==> config.mk <==
export PLATFORM = sky130hd
export DESIGN_NAME = adc_frame_aligner_flat
export DESIGN_NICKNAME = d
export VERILOG_FILES = /design/src/rtl/adc_frame_aligner_pkg.sv /design/src/rtl/adc_frame_aligner_if.sv /design/src/rtl/adc_frame_match_cnt.sv /design/src/rtl/adc_frame_aligner.sv /design/src/flat_wrapper.sv
export SDC_FILE = /design/constraint.sdc
export NUM_CORES = 1
export LEC_CHECK = 0
export CAP_MARGIN = 10
export CORE_MARGIN = 2
export CORE_UTILIZATION = 53
export CTS_CLUSTER_SIZE = 24
export DETAILED_ROUTE_END_ITERATION = 8
export PLACE_DENSITY = 0.85
export SLEW_MARGIN = 20
export SYNTH_ARGS = -nofsm -noshare
export SYNTH_HDL_FRONTEND = slang
export SYNTH_SLANG_ARGS = --single-unit
export TNS_END_PERCENT = 50
==> constraint.sdc <==
create_clock -name clk -period 3 [get_ports clk]
set_clock_uncertainty 0.1 [all_clocks]
set_input_delay 0.6 -clock clk [delete_from_list [all_inputs] [get_ports clk]]
set_output_delay 0.6 -clock clk [all_outputs]
set_load 0.03 [all_outputs]
==> src/rtl/adc_frame_aligner_pkg.sv <==
// Shared definitions for ADC lane receivers: alignment state encoding,
// default word width and frame pattern, and a counter sizing helper.
package adc_frame_aligner_pkg;

    localparam int ADC_WIDTH = 12;
    localparam logic [ADC_WIDTH-1:0] ADC_FRAME_PATTERN = 12'hFC0;
    localparam int SLIP_COUNT_W = 4;

    typedef enum logic [2:0] {
        ST_IDLE,
        ST_CHECK,
        ST_SLIP,
        ST_WAIT,
        ST_LOCKED
    } align_state_t;

    // Bits needed to hold the value max_value without wrapping.
    function automatic int cnt_width(input int max_value);
        return (max_value < 1) ? 1 : $clog2(max_value + 1);
    endfunction

endpackage

==> src/rtl/adc_frame_aligner_if.sv <==
// Lane-side and status signals of one ADC frame aligner. The master side
// owns the deserialized words and the enable; the slave is the aligner.
interface adc_frame_aligner_if
    import adc_frame_aligner_pkg::*;
#(
    parameter int WIDTH = ADC_WIDTH
);

    logic                    enable;
    logic [WIDTH-1:0]        frame_word;
    logic [WIDTH-1:0]        data_word;
    logic                    bitslip;
    logic [WIDTH-1:0]        data_out;
    logic                    data_valid;
    logic                    locked;
    logic [SLIP_COUNT_W-1:0] slip_count;
    logic                    align_error;

    modport master (
        output enable, frame_word, data_word,
        input  bitslip, data_out, data_valid, locked, slip_count, align_error
    );

    modport slave (
        input  enable, frame_word, data_word,
        output bitslip, data_out, data_valid, locked, slip_count, align_error
    );

endinterface

==> src/rtl/adc_frame_match_cnt.sv <==
// Frame word comparator with consecutive-match and consecutive-loss counters.
// The match counter runs while searching, the loss counter while locked; both
// sit at zero otherwise so every new search or lock starts from a clean count.
module adc_frame_match_cnt
    import adc_frame_aligner_pkg::*;
#(
    parameter int               WIDTH         = ADC_WIDTH,
    parameter logic [WIDTH-1:0] FRAME_PATTERN = ADC_FRAME_PATTERN,
    parameter int               LOCK_COUNT    = 16,
    parameter int               LOSS_COUNT    = 4
) (
    input  logic             clk,
    input  logic             rstn,
    input  logic             clear,
    input  logic             check_en,
    input  logic             monitor_en,
    input  logic [WIDTH-1:0] frame_word,
    output logic             frame_match,
    output logic             lock_reached,
    output logic             loss_reached
);

    localparam int CNT_W = cnt_width((LOCK_COUNT > LOSS_COUNT) ? LOCK_COUNT : LOSS_COUNT);

    logic [CNT_W-1:0] match_cnt;
    logic [CNT_W-1:0] loss_cnt;

    assign frame_match  = (frame_word == FRAME_PATTERN);
    assign lock_reached = check_en && frame_match && (match_cnt == CNT_W'(LOCK_COUNT - 1));
    assign loss_reached = monitor_en && !frame_match && (loss_cnt == CNT_W'(LOSS_COUNT - 1));

    // Count consecutive matching words during the search; any miss restarts it.
    always_ff @(posedge clk or negedge rstn) begin
        if (!rstn) begin
            match_cnt <= '0;
        end else if (clear || !check_en || !frame_match) begin
            match_cnt <= '0;
        end else begin
            match_cnt <= match_cnt + CNT_W'(1);
        end
    end

    // Count consecutive missing words while locked; a single good word forgives.
    always_ff @(posedge clk or negedge rstn) begin
        if (!rstn) begin
            loss_cnt <= '0;
        end else if (clear || !monitor_en || frame_match || loss_reached) begin
            loss_cnt <= '0;
        end else begin
            loss_cnt <= loss_cnt + CNT_W'(1);
        end
    end

endmodule

==> src/rtl/adc_frame_aligner.sv <==
// ADC frame aligner: issues bitslips to the lane deserializers until the frame
// clock word shows the expected pattern for LOCK_COUNT words in a row, then
// passes data words through with one cycle of latency while monitoring lock.
// slip_count is 4 bits wide, so WIDTH must not exceed 15.
module adc_frame_aligner
    import adc_frame_aligner_pkg::*;
#(
    parameter int               WIDTH         = ADC_WIDTH,
    parameter logic [WIDTH-1:0] FRAME_PATTERN = ADC_FRAME_PATTERN,
    parameter int               SLIP_WAIT     = 4,
    parameter int               LOCK_COUNT    = 16,
    parameter int               LOSS_COUNT    = 4
) (
    input  logic                clk,
    input  logic                rstn,
    adc_frame_aligner_if.slave  bus
);

    localparam int WAIT_W = cnt_width(SLIP_WAIT);

    align_state_t            state;
    align_state_t            state_next;
    logic [WAIT_W-1:0]       wait_cnt;
    logic [SLIP_COUNT_W-1:0] slip_count;
    logic                    align_error;
    logic [WIDTH-1:0]        data_out_q;
    logic                    data_valid_q;
    logic                    frame_match;
    logic                    lock_reached;
    logic                    loss_reached;

    adc_frame_match_cnt #(
        .WIDTH         (WIDTH),
        .FRAME_PATTERN (FRAME_PATTERN),
        .LOCK_COUNT    (LOCK_COUNT),
        .LOSS_COUNT    (LOSS_COUNT)
    ) u_match_cnt (
        .clk          (clk),
        .rstn         (rstn),
        .clear        (!bus.enable),
        .check_en     (state == ST_CHECK),
        .monitor_en   (state == ST_LOCKED),
        .frame_word   (bus.frame_word),
        .frame_match  (frame_match),
        .lock_reached (lock_reached),
        .loss_reached (loss_reached)
    );

    // State register.
    always_ff @(posedge clk or negedge rstn) begin
        if (!rstn) begin
            state <= ST_IDLE;
        end else begin
            state <= state_next;
        end
    end

    // Next-state logic; dropping enable always returns to IDLE.
    always_comb begin
        state_next = state;
        if (!bus.enable) begin
            state_next = ST_IDLE;
        end else begin
            case (state)
                ST_IDLE:   state_next = ST_CHECK;
                ST_CHECK: begin
                    if (!frame_match) begin
                        state_next = ST_SLIP;
                    end else if (lock_reached) begin
                        state_next = ST_LOCKED;
                    end
                end
                ST_SLIP:   state_next = ST_WAIT;
                ST_WAIT: begin
                    if (wait_cnt == WAIT_W'(SLIP_WAIT - 1)) begin
                        state_next = ST_CHECK;
                    end
                end
                ST_LOCKED: begin
                    if (loss_reached) begin
                        state_next = ST_CHECK;
                    end
                end
                default:   state_next = ST_IDLE;
            endcase
        end
    end

    // Settling time after each bitslip, counted while in WAIT.
    always_ff @(posedge clk or negedge rstn) begin
        if (!rstn) begin
            wait_cnt <= '0;
        end else if (state == ST_WAIT) begin
            wait_cnt <= wait_cnt + WAIT_W'(1);
        end else begin
            wait_cnt <= '0;
        end
    end

    // Slip bookkeeping; exhausting all bit positions flags a sticky error and restarts the count.
    always_ff @(posedge clk or negedge rstn) begin
        if (!rstn) begin
            slip_count  <= '0;
            align_error <= 1'b0;
        end else if (!bus.enable) begin
            slip_count  <= '0;
            align_error <= 1'b0;
        end else if (state == ST_IDLE) begin
            slip_count <= '0;
        end else if (state == ST_CHECK && !frame_match
                     && slip_count == SLIP_COUNT_W'(WIDTH)) begin
            slip_count  <= '0;
            align_error <= 1'b1;
        end else if (state == ST_SLIP) begin
            slip_count <= slip_count + SLIP_COUNT_W'(1);
        end
    end

    // Data path: capture the word whenever the next cycle is a locked one so valid tracks lock exactly.
    always_ff @(posedge clk or negedge rstn) begin
        if (!rstn) begin
            data_out_q   <= '0;
            data_valid_q <= 1'b0;
        end else begin
            data_valid_q <= (state_next == ST_LOCKED);
            if (state_next == ST_LOCKED) begin
                data_out_q <= bus.data_word;
            end
        end
    end

    assign bus.bitslip     = (state == ST_SLIP) && bus.enable;
    assign bus.locked      = (state == ST_LOCKED);
    assign bus.data_out    = data_out_q;
    assign bus.data_valid  = data_valid_q;
    assign bus.slip_count  = slip_count;
    assign bus.align_error = align_error;

endmodule

==> src/flat_wrapper.sv <==
// flat-port wrapper written by rule: the top's interface ports become plain ports
module adc_frame_aligner_flat import adc_frame_aligner_pkg::*;
#(
    parameter int               WIDTH         = ADC_WIDTH,
    parameter logic [WIDTH-1:0] FRAME_PATTERN = ADC_FRAME_PATTERN,
    parameter int               SLIP_WAIT     = 4,
    parameter int               LOCK_COUNT    = 16,
    parameter int               LOSS_COUNT    = 4
)
  (clk, rstn, bus_enable, bus_frame_word, bus_data_word, bus_bitslip, bus_data_out, bus_data_valid, bus_locked, bus_slip_count, bus_align_error);
  adc_frame_aligner_if #(.WIDTH(WIDTH)) bus_i ();
  input  logic clk;
  input  logic rstn;
  input wire logic [$bits(bus_i.enable)-1:0] bus_enable;
  input wire logic [$bits(bus_i.frame_word)-1:0] bus_frame_word;
  input wire logic [$bits(bus_i.data_word)-1:0] bus_data_word;
  output wire logic [$bits(bus_i.bitslip)-1:0] bus_bitslip;
  output wire logic [$bits(bus_i.data_out)-1:0] bus_data_out;
  output wire logic [$bits(bus_i.data_valid)-1:0] bus_data_valid;
  output wire logic [$bits(bus_i.locked)-1:0] bus_locked;
  output wire logic [$bits(bus_i.slip_count)-1:0] bus_slip_count;
  output wire logic [$bits(bus_i.align_error)-1:0] bus_align_error;
  assign bus_i.enable = bus_enable;
  assign bus_i.frame_word = bus_frame_word;
  assign bus_i.data_word = bus_data_word;
  assign bus_bitslip = bus_i.bitslip;
  assign bus_data_out = bus_i.data_out;
  assign bus_data_valid = bus_i.data_valid;
  assign bus_locked = bus_i.locked;
  assign bus_slip_count = bus_i.slip_count;
  assign bus_align_error = bus_i.align_error;
  adc_frame_aligner #(.WIDTH(WIDTH), .FRAME_PATTERN(FRAME_PATTERN), .SLIP_WAIT(SLIP_WAIT), .LOCK_COUNT(LOCK_COUNT), .LOSS_COUNT(LOSS_COUNT)) u_core (.clk(clk), .rstn(rstn), .bus(bus_i));
endmodule
# Word level (Yosys, flattened, before mapping)

Index checks and enable logic that the tools add are counted.

Reduce and logical (&&, ||, !) cells: 18
Eq/ne operators: 13
Mux-type cells: 16
Add/sub/neg operators: 4

Operators with widths:

| operator                                               | count |
|---|---|
| 2-to-1 mux 3 bit                                       | 6 |
| 2-to-1 mux 4 bit                                       | 4 |
| case mux 3 bit (5 select lines)                        | 1 |
| equality test 12 bit (second input constant)           | 1 |
| adder 5 x 1 -> 5 bit (second input constant)           | 2 |
| 2-to-1 mux 5 bit                                       | 2 |
| equality test 3 x 2 -> 1 bit (second input constant)   | 3 |
| logical AND 1 bit                                      | 7 |
| equality test 3 bit (second input constant)            | 2 |
| equality test 5 x 2 -> 1 bit (second input constant)   | 1 |
| equality test 5 x 4 -> 1 bit (second input constant)   | 1 |
| logical OR 1 bit                                       | 5 |
| adder 4 x 1 -> 4 bit (second input constant)           | 1 |
| equality test 4 bit (second input constant)            | 1 |
| zero test 1 bit                                        | 4 |
| inequality test 4 x 1 -> 1 bit (second input constant) | 1 |
| adder 3 x 1 -> 3 bit (second input constant)           | 1 |
| equality test 3 x 1 -> 1 bit (second input constant)   | 1 |
| zero test 3 bit                                        | 1 |
| 2-to-1 mux 1 bit                                       | 3 |
| inequality test 2 x 1 -> 1 bit (second input constant) | 1 |
| inequality test 2 bit (second input constant)          | 1 |
| AND reduction 2 bit                                    | 1 |

Logic and storage cells: 59
Output and inout bits: 20
Input port bits: 27
Flip-flop bits (word level): 34

# Logic depth before layout (Yosys ltp)

Depth after elaboration: 8
Mapped depth: 7
Mapped depth without buffers: 6

# Modules after synthesis

A second synthesis with hierarchy kept.

Cell total of the unflattened synthesis: 137
Area total of the unflattened synthesis: 1635.3 sq um

By module, submodules not included:

| module              | seq. area each (sq um) | instances | area an instance (sq um) | cells each |
|---|---|---|---|---|
| adc_frame_aligner   | 600.6                  | 1         | 1118.6                   | 91 |
| adc_frame_match_cnt | 250.2                  | 1         | 516.7                    | 46 |

# Worst setup path before layout

OpenSTA, ideal clock, no wires.

Path type: input to output
Start: input bus_enable
End: output bus_bitslip
Data required time: 2.300 ns
Cell stages on the path: 3
Path buffers: 2
Path slack: 0.844 ns
Data arrival time: 1.456 ns
Cell sequence: clkbuf_1 > clkbuf_1 > and2_1

Longest elaborated chain between the ends: 1

Ends and longest elaborated chain:

| item              | RTL line                 | source |
|---|---|---|
| from (decl)       | flat_wrapper.sv:14       | `input wire logic [$bits(bus_i.enable)-1:0] bus_enable;` |
| logical AND 1 bit | adc_frame_aligner.sv:132 | `assign bus.bitslip = (state == ST_SLIP) && bus.enable;` |
| to (decl)         | flat_wrapper.sv:17       | `output wire logic [$bits(bus_i.bitslip)-1:0] bus_bitslip;` |

No other way between the ends.

# Worst setup path after layout

Start: register u_core.state[1]
End: output bus_locked

Longest elaborated chain between the ends: 1

Ends and longest elaborated chain:

| item                   | RTL line                 | source |
|---|---|---|
| from (decl)            | adc_frame_aligner.sv:21  | `align_state_t state;` |
| from (signal assigned) | adc_frame_aligner.sv:54  | `state <= state_next;` |
| equality test 3 bit    | adc_frame_aligner.sv:133 | `assign bus.locked = (state == ST_LOCKED);` |
| to (decl)              | flat_wrapper.sv:20       | `output wire logic [$bits(bus_i.locked)-1:0] bus_locked;` |

No other way between the ends.

==> flow_summary.toml <==
[synth]
ys_ff_latch = 34
synthCells = 197
yosysMostFrequentCell = "dfrtp_1"
yosys-top-cells-area = "dfrtp_1 (44%), nand4_1 (8.8%), a2bb2oi_1 (5.9%)"
synth_nets = 231
yosysWarningCount = 0
synth_common_cells = "dfrtp_1 (34), nand4_1 (27), nor2_1 (20)"
synthArstFlopShare_pct = 100
yosysSeqAreaShare_pct = 44.4
synth_edf_count = 0
synth_area_per_cell_um2 = 9.74
ys_types = 36
synth_flop_cell = "dfrtp_1"
synth_top_cell_by_area = "dfrtp_1"
synth_top_area_share_pct = 44.4
syn_area_um2 = 1920

[run_status]
status = "completed"

[global_route]
grt_pass1_vias = 1654
antenna_found_initial = 0
grt_pass1_wl_mm = 7.61
grt_use_total_pct = 23.7
grt_max_degree = 35
gr-total-overflow = 0

[power]
p_seq_share_pct = 59.1
p_sw_share_pct = 25.5
p_per_area_nw_per_um2 = 322
pwr-share-clk_pct = 29.9
vdd_drop_max_uv = 334
leakage_nw = 1.01
combPwrFrac_pct = 11.0
intPower_mw = 0.591
p_total_mw = 0.794
switching_power_mw = 0.203

[die]
dieArea_um2 = 4120
start_util_pct = 56.2
fp.dieW_um = 64.2
rows = 21
io_pins = 47
core_um2 = 3420
die_h_um = 64.2

[clocking]
clk-insertion-delay-late_ns = 0.34
cts_tree = "yes"
cts_buffer_depth = 2
cts_resized = 0
numCtsBuffers = 5
cts_hold_buf = 0
cts_max_level = 2
cts.sinks = 34
post_cts_buffers = 0
clk_pin_slew_ns = 0.10
clockRootBuffer = "clkbuf_4"

[setup_path]
crit_arrival_ns = 1.82
crit_required_ns = 2.30
crit_start = "u_core.state[1]"
critical_path.max_fanout = 9
crit_type = "reg -> out"
r2r.worst_path.cells = 6
start_kind = "flip-flop"
rr_startpoint = "u_core.u_match_cnt.match_cnt[0]"
cp-end-kind = "output port"

[detailed_routing]
first_pass_iters = 4
wl_per_cell_um = 15.5
drc_errors = 0
drt-total-wl_mm = 4.49
viasPerCell = 6.11
vias = 1765
ant_nets = 0
drt_iter0_markers = 151

[sta]
finalCritPeriodShare_pct = 84.0
max_freq_mhz = 397
rsz0062_at_grt = "false"
setup_viol = 0
drv_slew = 0
max_slew_margin_pct = 58.0
tightest_slew_ns = 0.629
layout_min_cycle_time_ns = 2.52
hold_viol = 0
fin_tns_setup_ns = 0

[place]
dpl.cell_count = 282
io_buffers = 46
dp_hpwl_mm = 3.03
place.gp.congestion = 0.776
post_dp_cell_area_um2 = 2410

[layout]
diodes = 0
layout-drive-gt1-share_pct = 7.82
syn_to_final_growth_pct = 28.4
final_area_um2 = 2460
fill_cells = 275
finalNetCount = 277
finalNonFillerCells = 289

[worst_hold_path]
worstHoldStart = "u_core.wait_cnt[0]"
min_delay_path_depth = 1
hold_path_class = "reg -> reg"

[job]
drv_cap = 0
==> kinds of logic after synthesis <==
logic type               after synthesis  synth area share [%]
buffers and inverters                 25                  6.07
multiplexers                           1                 0.522
AO/OA/AOI/OAI                         36                  15.5
adder cells (fa/ha/maj)                7                  4.57
flip-flops                            34                  44.4
AND/OR/NAND/NOR                       86                  25.4
XOR/XNOR                               8                  3.65
==> flip-flops by register name (all words and copies together) (netlist names) <==
signal,flops
u_core.bus.data_out,12
u_core.u_match_cnt.loss_cnt,5
u_core.u_match_cnt.match_cnt,5
u_core.bus.slip_count,4
u_core.state,3
u_core.wait_cnt,3
u_core.bus.align_error,1
u_core.bus.data_valid,1
==> placed cells by master (no fill, tap or decap), types with 5 or more instances in the layout <==
cell type and instances:
a2bb2oi_1 13, buf_4 9, clkbuf_4 5, clkdlybuf4s50_1 45, dfrtp_1 34, ha_1 7
inv_1 10, nand2_1 5, nand3_1 17, nand4_1 27, nor2_1 20, o221ai_1 12
xor2_1 5
==> power groups by stage <==
stage,Combinational [mW],Sequential [mW],Clock [mW]
final,0.0876,0.469,0.237
after global routing,0.0950,0.470,0.262
after CTS,0.0882,0.469,0.242
after detailed placement,0.0877,0.477,0
after global placement,0.0866,0.478,0
after floorplan,0.0343,0.474,0
==> final timing paths <==
path	to	slack [ns]
min in group asynchronous	u_core.bus.data_out[6]	0.56
max reg2reg	u_core.state[2]	0.84
max in group asynchronous	u_core.bus.data_out[8]	1.94
max	bus_locked	0.48
min reg2reg	u_core.wait_cnt[0]	0.34
min	u_core.wait_cnt[0]	0.34
==> final cells by class <==
type	instances	area [µm²]	share of cell area, %
Inverter	10	37.5	1.52
Tap cell	46	57.6	2.34
Multi-Input combinational cell	138	951	38.6
Timing Repair Buffer	54	518	21.0
Sequential cell	34	851	34.6
Clock buffer	5	37.5	1.52
Clock inverter	2	10.0	0.407
==> per-layer routing <==
layer / global-route usage [%] / vias up / wire [µm]
met1: 29.1 / 850 / 1830
met4: 9.04 / 0 / 76
li1: - / 840 / -
met5: 0 / - / 0
met3: 6.34 / 10 / 304
met2: 39.6 / 65 / 2280
==> stage by stage <==
step	setup slack (ns)	util (%)	hold WS (ns)
after global placement	0.457	70.7	0.324
after floorplan	0.844	-	0.204
after global routing	0.363	72.1	0.384
final	0.481	72.1	0.343
after detailed placement	0.423	70.7	0.325
after CTS	0.472	72.1	0.345
==> worst max-delay path: stages (launching register included) <==
cell and delay (ns):
dfrtp_1 0.49, nor2_1 0.15, nand2_1 0.08, inv_1 0.09
clkdlybuf4s50_1 0.67
Note: power is estimated with default switching activity, not from simulation.
